$ cat src/rtl/stmm_sched_pkg.sv
// Shared types for the StMM layer scheduler: FSM states, per-layer descriptor, quant-parameter width.
// Latency: n/a (types and constants only).
// Backpressure: n/a.
package stmm_sched_pkg;

   // Width of the base-address field stored per layer; the top's ADDR_W must not exceed it.
   localparam int DESC_ADDR_W = 32;

   // Packed quantisation parameters {scale_fp16, z_x, z_w, zero}.
   localparam int QP_W = 40;

   typedef enum logic [2:0] {
      IDLE,
      FETCH_ISSUE,
      FETCH_WAIT,
      EX_ISSUE,
      EX_WAIT,
      FINISH,
      ERR
   } sched_state_e;

   typedef struct packed {
      logic [DESC_ADDR_W-1:0] base_addr;
      logic [15:0]            scale_fp16;
      logic [7:0]             z_x;
      logic [7:0]             z_w;
      logic [7:0]             zero;
   } layer_desc_t;

   // Extract the quantisation parameters of a descriptor as one vector.
   function automatic logic [QP_W-1:0] desc_qp(input layer_desc_t d);
      return {d.scale_fp16, d.z_x, d.z_w, d.zero};
   endfunction

endpackage

$ cat src/rtl/stmm_desc_table.sv
// Per-layer descriptor register file: one write port, one combinational read port.
// Latency: write lands on the clock edge; read is combinational from rd_idx.
// Backpressure: none; out-of-range writes are dropped, out-of-range reads return zero.
module stmm_desc_table
   import stmm_sched_pkg::*;
#(
   parameter int N_LAYERS = 8,
   parameter int IDX_W    = $clog2(N_LAYERS)
) (
   input  logic             clk,
   input  logic             rst,
   input  logic             we,
   input  logic [IDX_W-1:0] wr_idx,
   input  layer_desc_t      wr_desc,
   input  logic [IDX_W-1:0] rd_idx,
   output layer_desc_t      rd_desc
);

   localparam logic [IDX_W:0] DEPTH = (IDX_W+1)'(N_LAYERS);

   layer_desc_t mem [N_LAYERS];

   // Table storage: cleared on reset, written only for in-range indices.
   always_ff @(posedge clk) begin
      if (rst) begin
         for (int i = 0; i < N_LAYERS; i++) begin
            mem[i] <= '0;
         end
      end else if (we && ({1'b0, wr_idx} < DEPTH)) begin
         mem[wr_idx] <= wr_desc;
      end
   end

   // Read port guarded so a non-power-of-two depth never indexes past the array.
   always_comb begin
      rd_desc = '0;
      if ({1'b0, rd_idx} < DEPTH) begin
         rd_desc = mem[rd_idx];
      end
   end

endmodule

$ cat src/rtl/stmm_layer_sched.sv
// Layer scheduler: per layer issues a parameter fetch, then an StMM execution, then Y feedback capture.
// Latency: run_start -> fetch_start 1 cycle; fetch_done -> ex_start 1 cycle; ex_done -> done 1 cycle.
// Backpressure: waits indefinitely on fetch_done/ex_done; optional watchdog via STMM_SCHED_TIMEOUT_EN.
module stmm_layer_sched
   import stmm_sched_pkg::*;
#(
   parameter int N_LAYERS       = 8,
   parameter int ADDR_W         = 32,
   parameter int TIMEOUT_CYCLES = 65535
) (
   input  logic                        clk,
   input  logic                        rst,
   input  logic                        cfg_we,
   input  logic [$clog2(N_LAYERS)-1:0] cfg_idx,
   input  logic [ADDR_W-1:0]           cfg_base_addr,
   input  logic [15:0]                 cfg_scale_fp16,
   input  logic [7:0]                  cfg_z_x,
   input  logic [7:0]                  cfg_z_w,
   input  logic [7:0]                  cfg_zero,
   input  logic                        run_start,
   input  logic [$clog2(N_LAYERS):0]   run_len,
   input  logic                        abort,
   output logic                        fetch_start,
   output logic [ADDR_W-1:0]           fetch_base_addr,
   input  logic                        fetch_done,
   output logic                        ex_start,
   input  logic                        ex_done,
   output logic [15:0]                 scale_fp16,
   output logic [7:0]                  z_x,
   output logic [7:0]                  z_w,
   output logic [7:0]                  zero,
   output logic                        x_sel,
   output logic                        y_capture,
   output logic [$clog2(N_LAYERS)-1:0] layer_idx,
   output logic                        busy,
   output logic                        done,
   output logic                        err_cfg,
   output logic                        err_timeout
);

   localparam int             IDX_W   = $clog2(N_LAYERS);
   localparam logic [IDX_W:0] LEN_MAX = (IDX_W+1)'(N_LAYERS);

   sched_state_e      state;
   logic [IDX_W-1:0]  run_last;
   logic [IDX_W-1:0]  rd_idx;
   layer_desc_t       rd_desc;
   layer_desc_t       cfg_desc;
   logic              tbl_we;
   logic              len_ok;
   logic [QP_W-1:0]   qp;

`ifdef STMM_SCHED_TIMEOUT_EN
   localparam int                WCNT_W   = ($clog2(TIMEOUT_CYCLES + 1) > 16) ?
                                            $clog2(TIMEOUT_CYCLES + 1) : 16;
   localparam logic [WCNT_W-1:0] TMO_LAST = WCNT_W'(TIMEOUT_CYCLES - 1);
   logic [WCNT_W-1:0]            wait_cnt;
`else
   assign err_timeout = 1'b0;
`endif

   // Table is writable only while idle, so a running schedule never sees its descriptors change.
   assign tbl_we = cfg_we && (state == IDLE);
   assign len_ok = (run_len != '0) && (run_len <= LEN_MAX);

   // Assemble the incoming descriptor; narrower addresses are zero-extended into the table field.
   always_comb begin
      cfg_desc            = '0;
      cfg_desc.base_addr  = DESC_ADDR_W'(cfg_base_addr);
      cfg_desc.scale_fp16 = cfg_scale_fp16;
      cfg_desc.z_x        = cfg_z_x;
      cfg_desc.z_w        = cfg_z_w;
      cfg_desc.zero       = cfg_zero;
   end

   // Read index looks one step ahead so that outputs can be registered on entry to the issue states.
   always_comb begin
      rd_idx = layer_idx;
      if (state == IDLE) begin
         rd_idx = '0;
      end else if (state == EX_WAIT) begin
         rd_idx = layer_idx + 1'b1;
      end
   end

   stmm_desc_table #(
      .N_LAYERS (N_LAYERS),
      .IDX_W    (IDX_W)
   ) u_table (
      .clk     (clk),
      .rst     (rst),
      .we      (tbl_we),
      .wr_idx  (cfg_idx),
      .wr_desc (cfg_desc),
      .rd_idx  (rd_idx),
      .rd_desc (rd_desc)
   );

   assign {scale_fp16, z_x, z_w, zero} = qp;

   // Y is captured in the very cycle ex_done arrives; an abort in that cycle cancels the capture.
   assign y_capture = (state == EX_WAIT) && ex_done && !abort;

   // Scheduler FSM with all control and parameter outputs registered.
   always_ff @(posedge clk) begin
      if (rst) begin
         state           <= IDLE;
         run_last        <= '0;
         layer_idx       <= '0;
         fetch_start     <= 1'b0;
         fetch_base_addr <= '0;
         ex_start        <= 1'b0;
         qp              <= '0;
         x_sel           <= 1'b0;
         busy            <= 1'b0;
         done            <= 1'b0;
         err_cfg         <= 1'b0;
`ifdef STMM_SCHED_TIMEOUT_EN
         wait_cnt        <= '0;
         err_timeout     <= 1'b0;
`endif
      end else begin
         fetch_start <= 1'b0;
         ex_start    <= 1'b0;
         done        <= 1'b0;
         err_cfg     <= 1'b0;
         if (abort && (state != IDLE)) begin
            state <= IDLE;
            busy  <= 1'b0;
         end else begin
            case (state)
               IDLE: begin
                  if (run_start) begin
                     if (len_ok) begin
                        layer_idx       <= '0;
                        run_last        <= IDX_W'(run_len - 1'b1);
                        fetch_start     <= 1'b1;
                        fetch_base_addr <= rd_desc.base_addr[ADDR_W-1:0];
                        busy            <= 1'b1;
                        state           <= FETCH_ISSUE;
`ifdef STMM_SCHED_TIMEOUT_EN
                        err_timeout     <= 1'b0;
`endif
                     end else begin
                        err_cfg <= 1'b1;
                     end
                  end
               end
               FETCH_ISSUE: begin
                  state <= FETCH_WAIT;
`ifdef STMM_SCHED_TIMEOUT_EN
                  wait_cnt <= '0;
`endif
               end
               FETCH_WAIT: begin
                  if (fetch_done) begin
                     ex_start <= 1'b1;
                     qp       <= desc_qp(rd_desc);
                     x_sel    <= (layer_idx != '0);
                     state    <= EX_ISSUE;
                  end
`ifdef STMM_SCHED_TIMEOUT_EN
                  else if (wait_cnt == TMO_LAST) begin
                     busy        <= 1'b0;
                     err_timeout <= 1'b1;
                     state       <= ERR;
                  end else begin
                     wait_cnt <= wait_cnt + 1'b1;
                  end
`endif
               end
               EX_ISSUE: begin
                  state <= EX_WAIT;
`ifdef STMM_SCHED_TIMEOUT_EN
                  wait_cnt <= '0;
`endif
               end
               EX_WAIT: begin
                  if (ex_done) begin
                     if (layer_idx == run_last) begin
                        done  <= 1'b1;
                        state <= FINISH;
                     end else begin
                        layer_idx       <= layer_idx + 1'b1;
                        fetch_start     <= 1'b1;
                        fetch_base_addr <= rd_desc.base_addr[ADDR_W-1:0];
                        state           <= FETCH_ISSUE;
                     end
                  end
`ifdef STMM_SCHED_TIMEOUT_EN
                  else if (wait_cnt == TMO_LAST) begin
                     busy        <= 1'b0;
                     err_timeout <= 1'b1;
                     state       <= ERR;
                  end else begin
                     wait_cnt <= wait_cnt + 1'b1;
                  end
`endif
               end
               FINISH: begin
                  busy  <= 1'b0;
                  state <= IDLE;
               end
               ERR: begin
                  state <= IDLE;
               end
               default: begin
                  busy  <= 1'b0;
                  state <= IDLE;
               end
            endcase
         end
      end
   end

endmodule
$ cat config.mk
export PLATFORM = sky130hd
export DESIGN_NAME = stmm_layer_sched
export DESIGN_NICKNAME = d
export VERILOG_FILES = /design/src/rtl/stmm_sched_pkg.sv /design/src/rtl/stmm_desc_table.sv /design/src/rtl/stmm_layer_sched.sv
export SDC_FILE = /design/constraint.sdc
export NUM_CORES = 1
export LEC_CHECK = 0
export ABC_AREA = 1
export ABC_CLOCK_PERIOD_IN_PS = 8250
export BUFFER_PORTS_ARGS = -buffer_cell sky130_fd_sc_hd__buf_4
export CAP_MARGIN = 10
export CORE_MARGIN = 1
export CORE_UTILIZATION = 55
export DETAILED_ROUTE_END_ITERATION = 8
export GPL_ROUTABILITY_DRIVEN = 0
export GPL_TIMING_DRIVEN = 0
export PLACE_DENSITY = 0.73
export RECOVER_POWER = 25
export SLEW_MARGIN = 10
export SYNTH_ARGS = -nofsm -noshare
export SYNTH_HDL_FRONTEND = slang
export SYNTH_SLANG_ARGS = --single-unit
$ cat constraint.sdc
create_clock -name clk -period 8.25 [get_ports clk]
set_clock_uncertainty 0.15 [all_clocks]
set_input_delay 1.2375 -clock clk [delete_from_list [all_inputs] [get_ports clk]]
set_output_delay 1.2375 -clock clk [all_outputs]
set_load 0.01 [all_outputs]
# After elaboration in Yosys (flattened, before gate mapping)
# Memories as Yosys holds them, arrays and structs flattened.
# Cells that the tools add are included.
[classes]
add_sub_neg = 2
n_lt_le_gt_ge = 1
eq_ne = 11
muxes = 37
bitwise_logic = 7
reduce_logical = 22
[ops]
columns = ["operator", "n"]
rows = [
  ["$mux 32", 4],
  ["$mux 72", 1],
  ["$reduce_or 72->1", 1],
  ["$pmux 32 s2", 1],
  ["$mux 3", 12],
  ["$mux 1", 15],
  ["$pmux 3 s5", 1],
  ["$ne 2x2->1 const B", 5],
  ["$reduce_and 4->1", 2],
  ["$reduce_or 4->1", 2],
  ["$not 1->1", 7],
  ["$eq 3x2->1 const B", 2],
  ["$eq 3x3->1 const B", 2],
  ["$pmux 3 s2", 1],
  ["$reduce_and 3->1", 2],
  ["$reduce_and 6->1", 1],
  ["$reduce_bool 3->1", 2],
  ["$logic_and 1x1->1", 5],
  ["$reduce_or 5->1", 1],
  ["$le 4x4->1 const B", 1],
  ["$pmux 1 s2", 2],
  ["$reduce_bool 4->1", 1],
  ["$add 3x1->3 const B", 1],
  ["$eq 3x1->1 const B", 1],
  ["7 further kinds", 7],
]
[totals]
register_bits = 87
ram_bits = 576
in_bits = 86
out_inout_bits = 83
wordCells = 92
mem_count = 1
[mem_list]
columns = ["memory", "depth", "width", "rd", "rd_clocked_by_memory_dff", "write_ports", "line_no", "rtl"]
rows = [
  ["u_table.mem", 8, 72, 1, 0, 8, "stmm_desc_table.sv:21", "layer_desc_t mem [N_LAYERS];"],
]

# Logic depth before layout (Yosys ltp)
# Gate-level depths: netlist of run 1.
[logic_depth]
word_depth = 7
ltp_mapped = 14
ltp_nobuf = 12

# Hierarchy
# A second synthesis of run 1 with hierarchy kept.
[unflattened]
cells_unflattened = 3719
hier_area_um2 = 31798.0
[by_module_without_submodules]
columns = ["mod", "n_inst", "cells_each", "area_per_inst_um2", "seq_area_each_um2"]
rows = [
  ["stmm_desc_table", 1, 3220, 28165.8, 17296.6],
  ["stmm_layer_sched", 1, 499, 3632.2, 1741.7],
]

# Worst setup path after synthesis of run 1
# Ideal clock, no wire load.
[synth_timing]
path_kind = "input -> register"
startpoint = "input rst"
endpoint = "memory u_table.mem[1][0] (netlist name) (enable)"
setup_ps = 432
arrival_ps = 3520
t_required_ps = 7668
path_slack_ps = 4148
cell_stages = 6
path_buffers = 1
path_cell_list = "inv_1 -> nand3_1 -> nor2_2 -> nand2_1 -> clkbuf_1 -> nand2_1"
[synth_lines]
columns = ["item", "line_no", "rtl"]
rows = [
  ["start, declared", "stmm_layer_sched.sv:12", "input logic rst,"],
  ["end, declared", "stmm_desc_table.sv:21", ""],
]

==> flow_results.xml, run 1 <==
<?xml version="1.0" encoding="UTF-8"?>
<metrics>
  <group name="status">
    <metric name="run_status" unit="">finished, final reports clean</metric>
  </group>
  <group name="die">
    <metric name="die-width" unit="um">236</metric>
    <metric name="die-area" unit="um2">55500</metric>
    <metric name="num_io_pins" unit="">169</metric>
    <metric name="floorplan.rows" unit="">85</metric>
    <metric name="core" unit="um2">53900</metric>
    <metric name="start_util" unit="">0.557</metric>
    <metric name="dieHeight" unit="um">236</metric>
  </group>
  <group name="min_path">
    <metric name="worst_hold_startpoint" unit="">run_last[0]</metric>
    <metric name="worstHoldPathType" unit="">reg2reg</metric>
    <metric name="worst_hold_path.num_cells" unit="">2</metric>
    <metric name="min_to" unit="">run_last[0]</metric>
  </group>
  <group name="clock_network">
    <metric name="tritoncts.num_buffers" unit="">71</metric>
    <metric name="tritoncts" unit="">done</metric>
    <metric name="post_cts.repair.setup_buffers" unit="">0</metric>
    <metric name="clkLatencyLatePin" unit="ps">620</metric>
    <metric name="post_cts_hold_buffer_count" unit="">0</metric>
    <metric name="path_clk_slew" unit="ps">60</metric>
    <metric name="clock_tree.htree_level_count" unit="">3</metric>
    <metric name="cts-resized-gates" unit="">0</metric>
    <metric name="numClockSinks" unit="">663</metric>
    <metric name="clock_tree.root_cell" unit="">clkbuf_16</metric>
    <metric name="max-clock-path-buffers" unit="">3</metric>
  </group>
  <group name="critical_path">
    <metric name="cp_data_required_time" unit="ps">8430</metric>
    <metric name="critical_path_at" unit="ps">4360</metric>
    <metric name="worstReg2RegStart" unit="">state[2]</metric>
    <metric name="worst-setup-path-type" unit="">in2reg</metric>
    <metric name="r2r-end" unit="">u_table.mem[6][15]</metric>
    <metric name="critical_path_peak_fanout" unit="">46</metric>
    <metric name="setup.worst_path.end_class" unit="">flip-flop</metric>
    <metric name="reg2regPathDepth" unit="">10</metric>
    <metric name="regToRegSetupSlack" unit="ps">4230</metric>
    <metric name="worstSetupStartpointType" unit="">input pin</metric>
  </group>
  <group name="yosys">
    <metric name="ffs_latches_synth" unit="">663</metric>
    <metric name="synth-seq-area-share" unit="">0.634</metric>
    <metric name="yosys_warning_count" unit="">0</metric>
    <metric name="yosysUniqueCellTypes" unit="">26</metric>
    <metric name="synth.cell_area" unit="um2">30000</metric>
    <metric name="synth_fp_nets" unit="">3400</metric>
    <metric name="postSynthAreaPerCell" unit="um2">9.07</metric>
    <metric name="postSynthCellCount" unit="">3310</metric>
  </group>
  <group name="power">
    <metric name="clkPwrFrac" unit="">0.302</metric>
    <metric name="p_comb_frac" unit="">0.318</metric>
    <metric name="cellLeakagePower" unit="nW">15.1</metric>
    <metric name="finalPower" unit="mW">10.6</metric>
    <metric name="cellInternalPower" unit="mW">6.50</metric>
    <metric name="power.sequential.fraction" unit="">0.380</metric>
    <metric name="p_switching" unit="mW">4.06</metric>
    <metric name="maximum_vdd_drop" unit="mV">0.180</metric>
    <metric name="power_switching_share" unit="">0.385</metric>
    <metric name="p_per_area" unit="nW/um2">307</metric>
  </group>
  <group name="placement">
    <metric name="hpwlAfterDp" unit="um">60100</metric>
    <metric name="post_dp_cell_area" unit="um2">32400</metric>
    <metric name="numPortBuffers" unit="">167</metric>
  </group>
  <group name="drt">
    <metric name="detail-route-antenna-nets" unit="">0</metric>
    <metric name="wire_per_inst" unit="um">21.7</metric>
    <metric name="vias_per_cell" unit="">5.75</metric>
    <metric name="initialDrtViolationCount" unit="">3523</metric>
    <metric name="drt_drc_violations_left" unit="">0</metric>
    <metric name="drt_wl_total" unit="um">93700</metric>
    <metric name="drt_first_pass_iters" unit="">7</metric>
    <metric name="vias" unit="">24800</metric>
  </group>
  <group name="timing">
    <metric name="total_negative_setup_slacks" unit="ps">0</metric>
    <metric name="grt_setup_unrepaired" unit="">false</metric>
    <metric name="timing.final.hold_violations" unit="">0</metric>
    <metric name="slew_viol_final" unit="">0</metric>
    <metric name="finalWorstPathRequiredPeriod" unit="ps">4180</metric>
    <metric name="fin_hold_ws" unit="ps">333</metric>
    <metric name="setup_viol" unit="">0</metric>
    <metric name="slew_headroom" unit="">0.146</metric>
    <metric name="timing.fmax" unit="MHz">239</metric>
    <metric name="layout_worst_path_cycle_share" unit="">0.507</metric>
    <metric name="timing_worst_slew_pin_value" unit="ps">1280</metric>
  </group>
  <group name="finish">
    <metric name="num_antenna_cells" unit="">0</metric>
    <metric name="total_number_of_nets_in_the_final_design" unit="">3649</metric>
    <metric name="syn_to_final_growth" unit="%">14.5</metric>
    <metric name="layout_common_cells" unit="">nand2_1 (894), nor2_1 (592), edfxtp_1 (576), nand3_1 (512), inv_1 (270)</metric>
    <metric name="final_layout_size_suffix_gt1_frac" unit="">0.0857</metric>
    <metric name="mostFrequentLayoutCell" unit="">nand2_1</metric>
    <metric name="postLayoutCellArea" unit="um2">34400</metric>
  </group>
  <group name="grt">
    <metric name="grt_max_degree" unit="">52</metric>
    <metric name="grt.total_usage" unit="">0.336</metric>
    <metric name="grt.overflow.total" unit="">0</metric>
    <metric name="grt_antenna_before_repair" unit="">1</metric>
    <metric name="via_count_of_the_first_global_routing_pass" unit="">23300</metric>
    <metric name="first_pass_grt_wire_length" unit="um">139000</metric>
  </group>
  <group name="run">
    <metric name="max-cap-violations" unit="">0</metric>
  </group>
</metrics>
-- sequential cells by signal, summed over array words and instances (netlist names) --
| register | cells |
|---|---|
| u_table.mem | 576 |
| qp | 40 |
| fetch_base_addr | 32 |
| layer_idx | 3 |
| run_last | 3 |
| state | 3 |
| busy | 1 |
| done | 1 |
| err_cfg | 1 |
| ex_start | 1 |
| fetch_start | 1 |
| x_sel | 1 |
-- power groups by stage --
stage | clock network [mW] | logic, mW | registers, mW
after detailed placement | 0 | 3.28 | 4.08
final | 3.19 | 3.36 | 4.01
after global placement | 0 | 3.22 | 4.10
after CTS | 3.18 | 3.30 | 4.01
after global routing | 3.32 | 3.57 | 4.03
after floorplan | 0 | 1.90 | 4.10
-- cells in the mapped netlist (all sizes together) --
master,n,area [um2]
nand3,512,2570
nor3,4,20.0
clkbuf,70,263
nand4,1,6.26
o31ai,1,7.51
conb,1,3.75
ha,4,50.1
a21oi,82,410
buf,148,713
o22ai,1,6.26
edfxtp,576,17300
o2111ai,1,8.76
dfxtp,87,1740
xnor2,2,17.5
nand2,902,3390
inv,275,1030
a31oi,2,12.5
nor2,594,2240
o21ai,46,230
or2,1,6.26
-- metal layers --
| metal | wire length [um] | GRT usage | vias up |
|---|---|---|---|
| met3 | 12100 | 0.0763 | 273 |
| met1 | 34300 | 0.439 | 11500 |
| met2 | 42800 | 0.532 | 1672 |
| met4 | 4360 | 0.162 | 0 |
| li1 | - | - | 11300 |
| met5 | 0 | 0 | - |
-- worst max-delay path, cell delays in order --
cell and delay [ps]:
clkbuf_1 170, inv_1 340, clkbuf_1 860, clkbuf_2 700, nand2_4 600, buf_12 400
-- how the worst max path moves through the flow --
stage,start,cells after the start,slack (ps),endpoint
detailed placement,rst,6,3580,u_table.mem[6][30]
global route,rst,6,3980,u_table.mem[6][14]
floorplan,rst,6,4150,u_table.mem[1][0]
finish,rst,6,4070,u_table.mem[6][15]
CTS,rst,6,4220,u_table.mem[6][14]
global placement,rst,5,1260,u_table.mem[0][15]
-- cell families (layout without fill, tap and decap cells) --
group,after synthesis,in the layout,share of synthesized area
adders and majority gates,4,4,0.00167
DFF,663,663,0.634
other,1,1,0.000125
and+or+nand+nor,2014,2014,0.274
xor gates and xnor gates,2,2,0.000584
AOI/OAI and AO/OA,133,133,0.0225
buffers and inverters,493,799,0.0669
-- final cells by class --
type / instances / area [um2]
Clock inverter: 31 / 270
Inverter: 275 / 1030
Fill cell: 4495 / 19500
Tap cell: 696 / 871
Sequential cell: 663 / 19000
Clock buffer: 99 / 2030
Timing Repair Buffer: 176 / 1160
Multi-Input combinational cell: 2154 / 9030
Buffer: 218 / 943
-- per-stage QoR --
stage	utilization	cells	worst slack (ps)
6_report	0.637	4312	4070
3_3_place_gp	0.596	4173	1260
5_1_grt	0.637	4312	3980
3_5_place_dp	0.601	4182	3580
2_1_floorplan	-	3310	4150
4_1_cts	0.644	4312	4220
Note: power is estimated with default switching activity, not from simulation.
==> run 2, diff against run 1 <==
Settings changed: ABC_AREA 1 to 0, ABC_CLOCK_PERIOD_IN_PS 8250 to 3500, PLACE_DENSITY 0.73 to 0.76.
Clock period 8.25 ns to 3.5 ns, I/O delays scaled along.
==> flow_results.xml, run 2 <==
<?xml version="1.0" encoding="UTF-8"?>
<metrics>
  <group name="min_path">
    <metric name="min_to" unit="">err_cfg</metric>
    <metric name="worst_hold_startpoint" unit="">run_start</metric>
    <metric name="worst_hold_path.num_cells" unit="">3</metric>
    <metric name="worstHoldPathType" unit="">in2reg</metric>
  </group>
  <group name="yosys">
    <metric name="ffs_latches_synth" unit="">663</metric>
    <metric name="synth-async-reset-ratio" unit="">0</metric>
    <metric name="yosysUniqueCellTypes" unit="">52</metric>
    <metric name="post-synth-top-area-cell" unit="">edfxtp_1</metric>
    <metric name="synth-seq-area-share" unit="">0.639</metric>
    <metric name="yosys_warning_count" unit="">0</metric>
    <metric name="postSynthAreaPerCell" unit="um2">12.1</metric>
    <metric name="postSynthCellCount" unit="">2470</metric>
    <metric name="yosys.cell_count.top_type" unit="">and2_1</metric>
    <metric name="synth.cell_area" unit="um2">29800</metric>
    <metric name="dominant_register_cell_in_the_synthesized_netlist" unit="">edfxtp_1</metric>
    <metric name="post_synth_top_cells" unit="">and2_1 (578), edfxtp_1 (576), nand2_1 (203), clkbuf_1 (171), a31oi_1 (112)</metric>
    <metric name="synth-edff-count" unit="">576</metric>
    <metric name="synth_fp_nets" unit="">2560</metric>
    <metric name="synth.top_cells.by_area" unit="">edfxtp_1 (58%), and2_1 (12%), dfxtp_1 (5.8%)</metric>
    <metric name="synth_largest_type_area_fraction" unit="">0.581</metric>
  </group>
  <group name="critical_path">
    <metric name="cp_data_required_time" unit="ps">3820</metric>
    <metric name="regToRegSetupSlack" unit="ps">-30</metric>
    <metric name="r2r-end" unit="">u_table.mem[4][48]</metric>
    <metric name="setup.worst_path.end_class" unit="">flip-flop</metric>
    <metric name="worstSetupStartpointType" unit="">flip-flop</metric>
    <metric name="reg2regPathDepth" unit="">7</metric>
    <metric name="critical_path_at" unit="ps">3850</metric>
    <metric name="critical_path_peak_fanout" unit="">10</metric>
    <metric name="worst-setup-path-type" unit="">reg2reg</metric>
    <metric name="worstReg2RegStart" unit="">state[2]</metric>
  </group>
  <group name="grt">
    <metric name="grt.total_usage" unit="">0.318</metric>
    <metric name="grt_antenna_before_repair" unit="">9</metric>
    <metric name="grt_max_degree" unit="">46</metric>
    <metric name="via_count_of_the_first_global_routing_pass" unit="">22100</metric>
    <metric name="grt.overflow.total" unit="">0</metric>
    <metric name="first_pass_grt_wire_length" unit="um">133000</metric>
  </group>
  <group name="finish">
    <metric name="postLayoutCellArea" unit="um2">34600</metric>
    <metric name="max_ffs_per_register" unit="">576</metric>
    <metric name="mostFrequentLayoutCell" unit="">and2_1</metric>
    <metric name="final_layout_size_suffix_gt1_frac" unit="">0.133</metric>
    <metric name="total_number_of_nets_in_the_final_design" unit="">2826</metric>
    <metric name="regMostFlops" unit="">u_table.mem</metric>
    <metric name="syn_to_final_growth" unit="%">16.2</metric>
    <metric name="largestRegisters" unit="">u_table.mem x576, qp x40, fetch_base_addr x32</metric>
    <metric name="layout_common_cells" unit="">and2_1 (577), edfxtp_1 (576), clkbuf_1 (244), nand2_1 (203), a31oi_1 (112)</metric>
  </group>
  <group name="drt">
    <metric name="detail-route-antenna-nets" unit="">0</metric>
    <metric name="vias_per_cell" unit="">6.39</metric>
    <metric name="drt_drc_violations_left" unit="">0</metric>
    <metric name="wire_per_inst" unit="um">25.4</metric>
    <metric name="drt_first_pass_iters" unit="">8</metric>
    <metric name="drt_wl_total" unit="um">88500</metric>
    <metric name="vias" unit="">22200</metric>
    <metric name="initialDrtViolationCount" unit="">2892</metric>
  </group>
  <group name="clock_network">
    <metric name="clock_tree.htree_level_count" unit="">3</metric>
    <metric name="tritoncts.num_buffers" unit="">69</metric>
    <metric name="path_clk_slew" unit="ps">60</metric>
    <metric name="tritoncts" unit="">done</metric>
    <metric name="max-clock-path-buffers" unit="">3</metric>
    <metric name="numClockSinks" unit="">663</metric>
    <metric name="clkLatencyLatePin" unit="ps">620</metric>
    <metric name="clock_tree.root_cell" unit="">clkbuf_16</metric>
  </group>
  <group name="status">
    <metric name="run_status" unit="">complete, but fails checks</metric>
    <metric name="violated_checks" unit="">setup timing</metric>
  </group>
  <group name="timing">
    <metric name="timing.final.hold_violations" unit="">0</metric>
    <metric name="timing_worst_slew_pin_value" unit="ps">1100</metric>
    <metric name="fin_hold_ws" unit="ps">25.1</metric>
    <metric name="timing.fmax" unit="MHz">283</metric>
    <metric name="setup_viol" unit="">9</metric>
    <metric name="slew_headroom" unit="">0.263</metric>
    <metric name="total_negative_setup_slacks" unit="ps">-215</metric>
    <metric name="final.setup.worst_slack" unit="ps">-34.7</metric>
    <metric name="layout_worst_path_cycle_share" unit="">1.01</metric>
    <metric name="finalWorstPathRequiredPeriod" unit="ps">3530</metric>
    <metric name="slew_viol_final" unit="">0</metric>
  </group>
  <group name="power">
    <metric name="p_switching" unit="mW">4.13</metric>
    <metric name="power_switching_share" unit="">0.233</metric>
    <metric name="cellInternalPower" unit="mW">13.6</metric>
    <metric name="p_comb_frac" unit="">0.075</metric>
    <metric name="power.sequential.fraction" unit="">0.512</metric>
    <metric name="maximum_vdd_drop" unit="mV">0.310</metric>
    <metric name="finalPower" unit="mW">17.7</metric>
    <metric name="cellLeakagePower" unit="nW">13.0</metric>
    <metric name="clkPwrFrac" unit="">0.412</metric>
    <metric name="p_per_area" unit="nW/um2">512</metric>
  </group>
  <group name="die">
    <metric name="die-width" unit="um">235</metric>
    <metric name="num_io_pins" unit="">169</metric>
    <metric name="core" unit="um2">53100</metric>
    <metric name="floorplan.rows" unit="">84</metric>
    <metric name="start_util" unit="">0.561</metric>
    <metric name="dieHeight" unit="um">235</metric>
    <metric name="die-area" unit="um2">55100</metric>
  </group>
  <group name="run">
    <metric name="max-cap-violations" unit="">0</metric>
  </group>
  <group name="placement">
    <metric name="hpwlAfterDp" unit="um">58900</metric>
    <metric name="pre_cts_ws" unit="ps">-1360</metric>
    <metric name="numPortBuffers" unit="">165</metric>
    <metric name="post_dp_cell_area" unit="um2">32500</metric>
  </group>
</metrics>
-- run 2: changes by cell type in the layout (fill, tap and decap cells not counted), moves of 84 or more --
cell / change
a31oi_1: +110
inv_1: -259
nand3_1: -449
and2_1: +577
nand2_1: -691
nor2_1: -500
a211oi_1: +84
-- run 2: cells by family (layout without fill, tap and decap cells) --
kind of cell | after synthesis | count (layout) | share of synthesized area
simple gates | 1083 | 1083 | 0.200
flops | 663 | 663 | 0.639
compound gates | 450 | 451 | 0.112
buf+inv | 228 | 545 | 0.0317
mux | 35 | 35 | 0.0134
xor+xnor | 6 | 6 | 0.00176
fa+ha+maj | 4 | 4 | 0.00168
other cells | 1 | 6 | 0.000126
-- run 2: repair_timing --
item                       4_1_cts  5_1_grt
hold buffers                     1        0
pin swaps                        5        0
gates cloned                     1        0
setup buffers                    6        0
setup endpoints to repair      802       80
gates resized for setup         26       20
hold endpoints to repair         1        0
-- run 2: worst max-delay path: stages, from the launching register on --
cell and delay [ps]:
dfxtp_1 290, buf_2 180, nor3_2 790, nand4_1 190, buf_4 230, nor2_2 750
clkbuf_1 560, and2_1 220
-- run 2: worst max-delay path by stage --
stage	start	to	slack, ps	cells after the start
after floorplan	state[2]	u_table.mem[6][0]	-200	4
after CTS	state[0]	qp[27]	20	12
after detailed placement	state[0]	fetch_base_addr[1]	-1360	14
after global routing	state[0]	u_table.mem[1][70]	-50	7
after global placement	rst	u_table.mem[5][27]	-2260	4
final	state[2]	u_table.mem[4][48]	-30	7
-- run 2: final cells by class --
cell class / instances / area, um2
antenna: 5 / 12.5
buffer: 215 / 941
clock buffer: 87 / 1870
clock inverter: 36 / 344
fill: 3835 / 18500
inverter: 11 / 41.3
multi-input combinational: 1580 / 9940
sequential: 663 / 19000
tap: 688 / 861
timing repair buffer: 196 / 1570
-- run 2: metal layers --
metal	vias to the layer above	track usage	wire, um
met1	11000	0.405	33100
met5	-	0	36
met3	279	0.0855	10100
met2	1406	0.510	41300
met4	6	0.149	3950
li1	9574	-	-
-- run 2: power by group through the flow --
stage	clock network (mW)	registers [mW]	logic, mW
finish	7.31	9.08	1.34
CTS	7.31	9.07	1.34
floorplan	0	9.24	0.607
global route	7.64	9.10	1.40
global placement	0	9.26	1.19
detailed placement	0	9.24	1.32
-- run 2: stage by stage --
step | cells | utilization
2_1_floorplan | 2470 | -
3_3_place_gp | 3323 | 0.601
3_5_place_dp | 3346 | 0.613
4_1_cts | 3475 | 0.657
5_1_grt | 3479 | 0.652
6_report | 3481 | 0.652
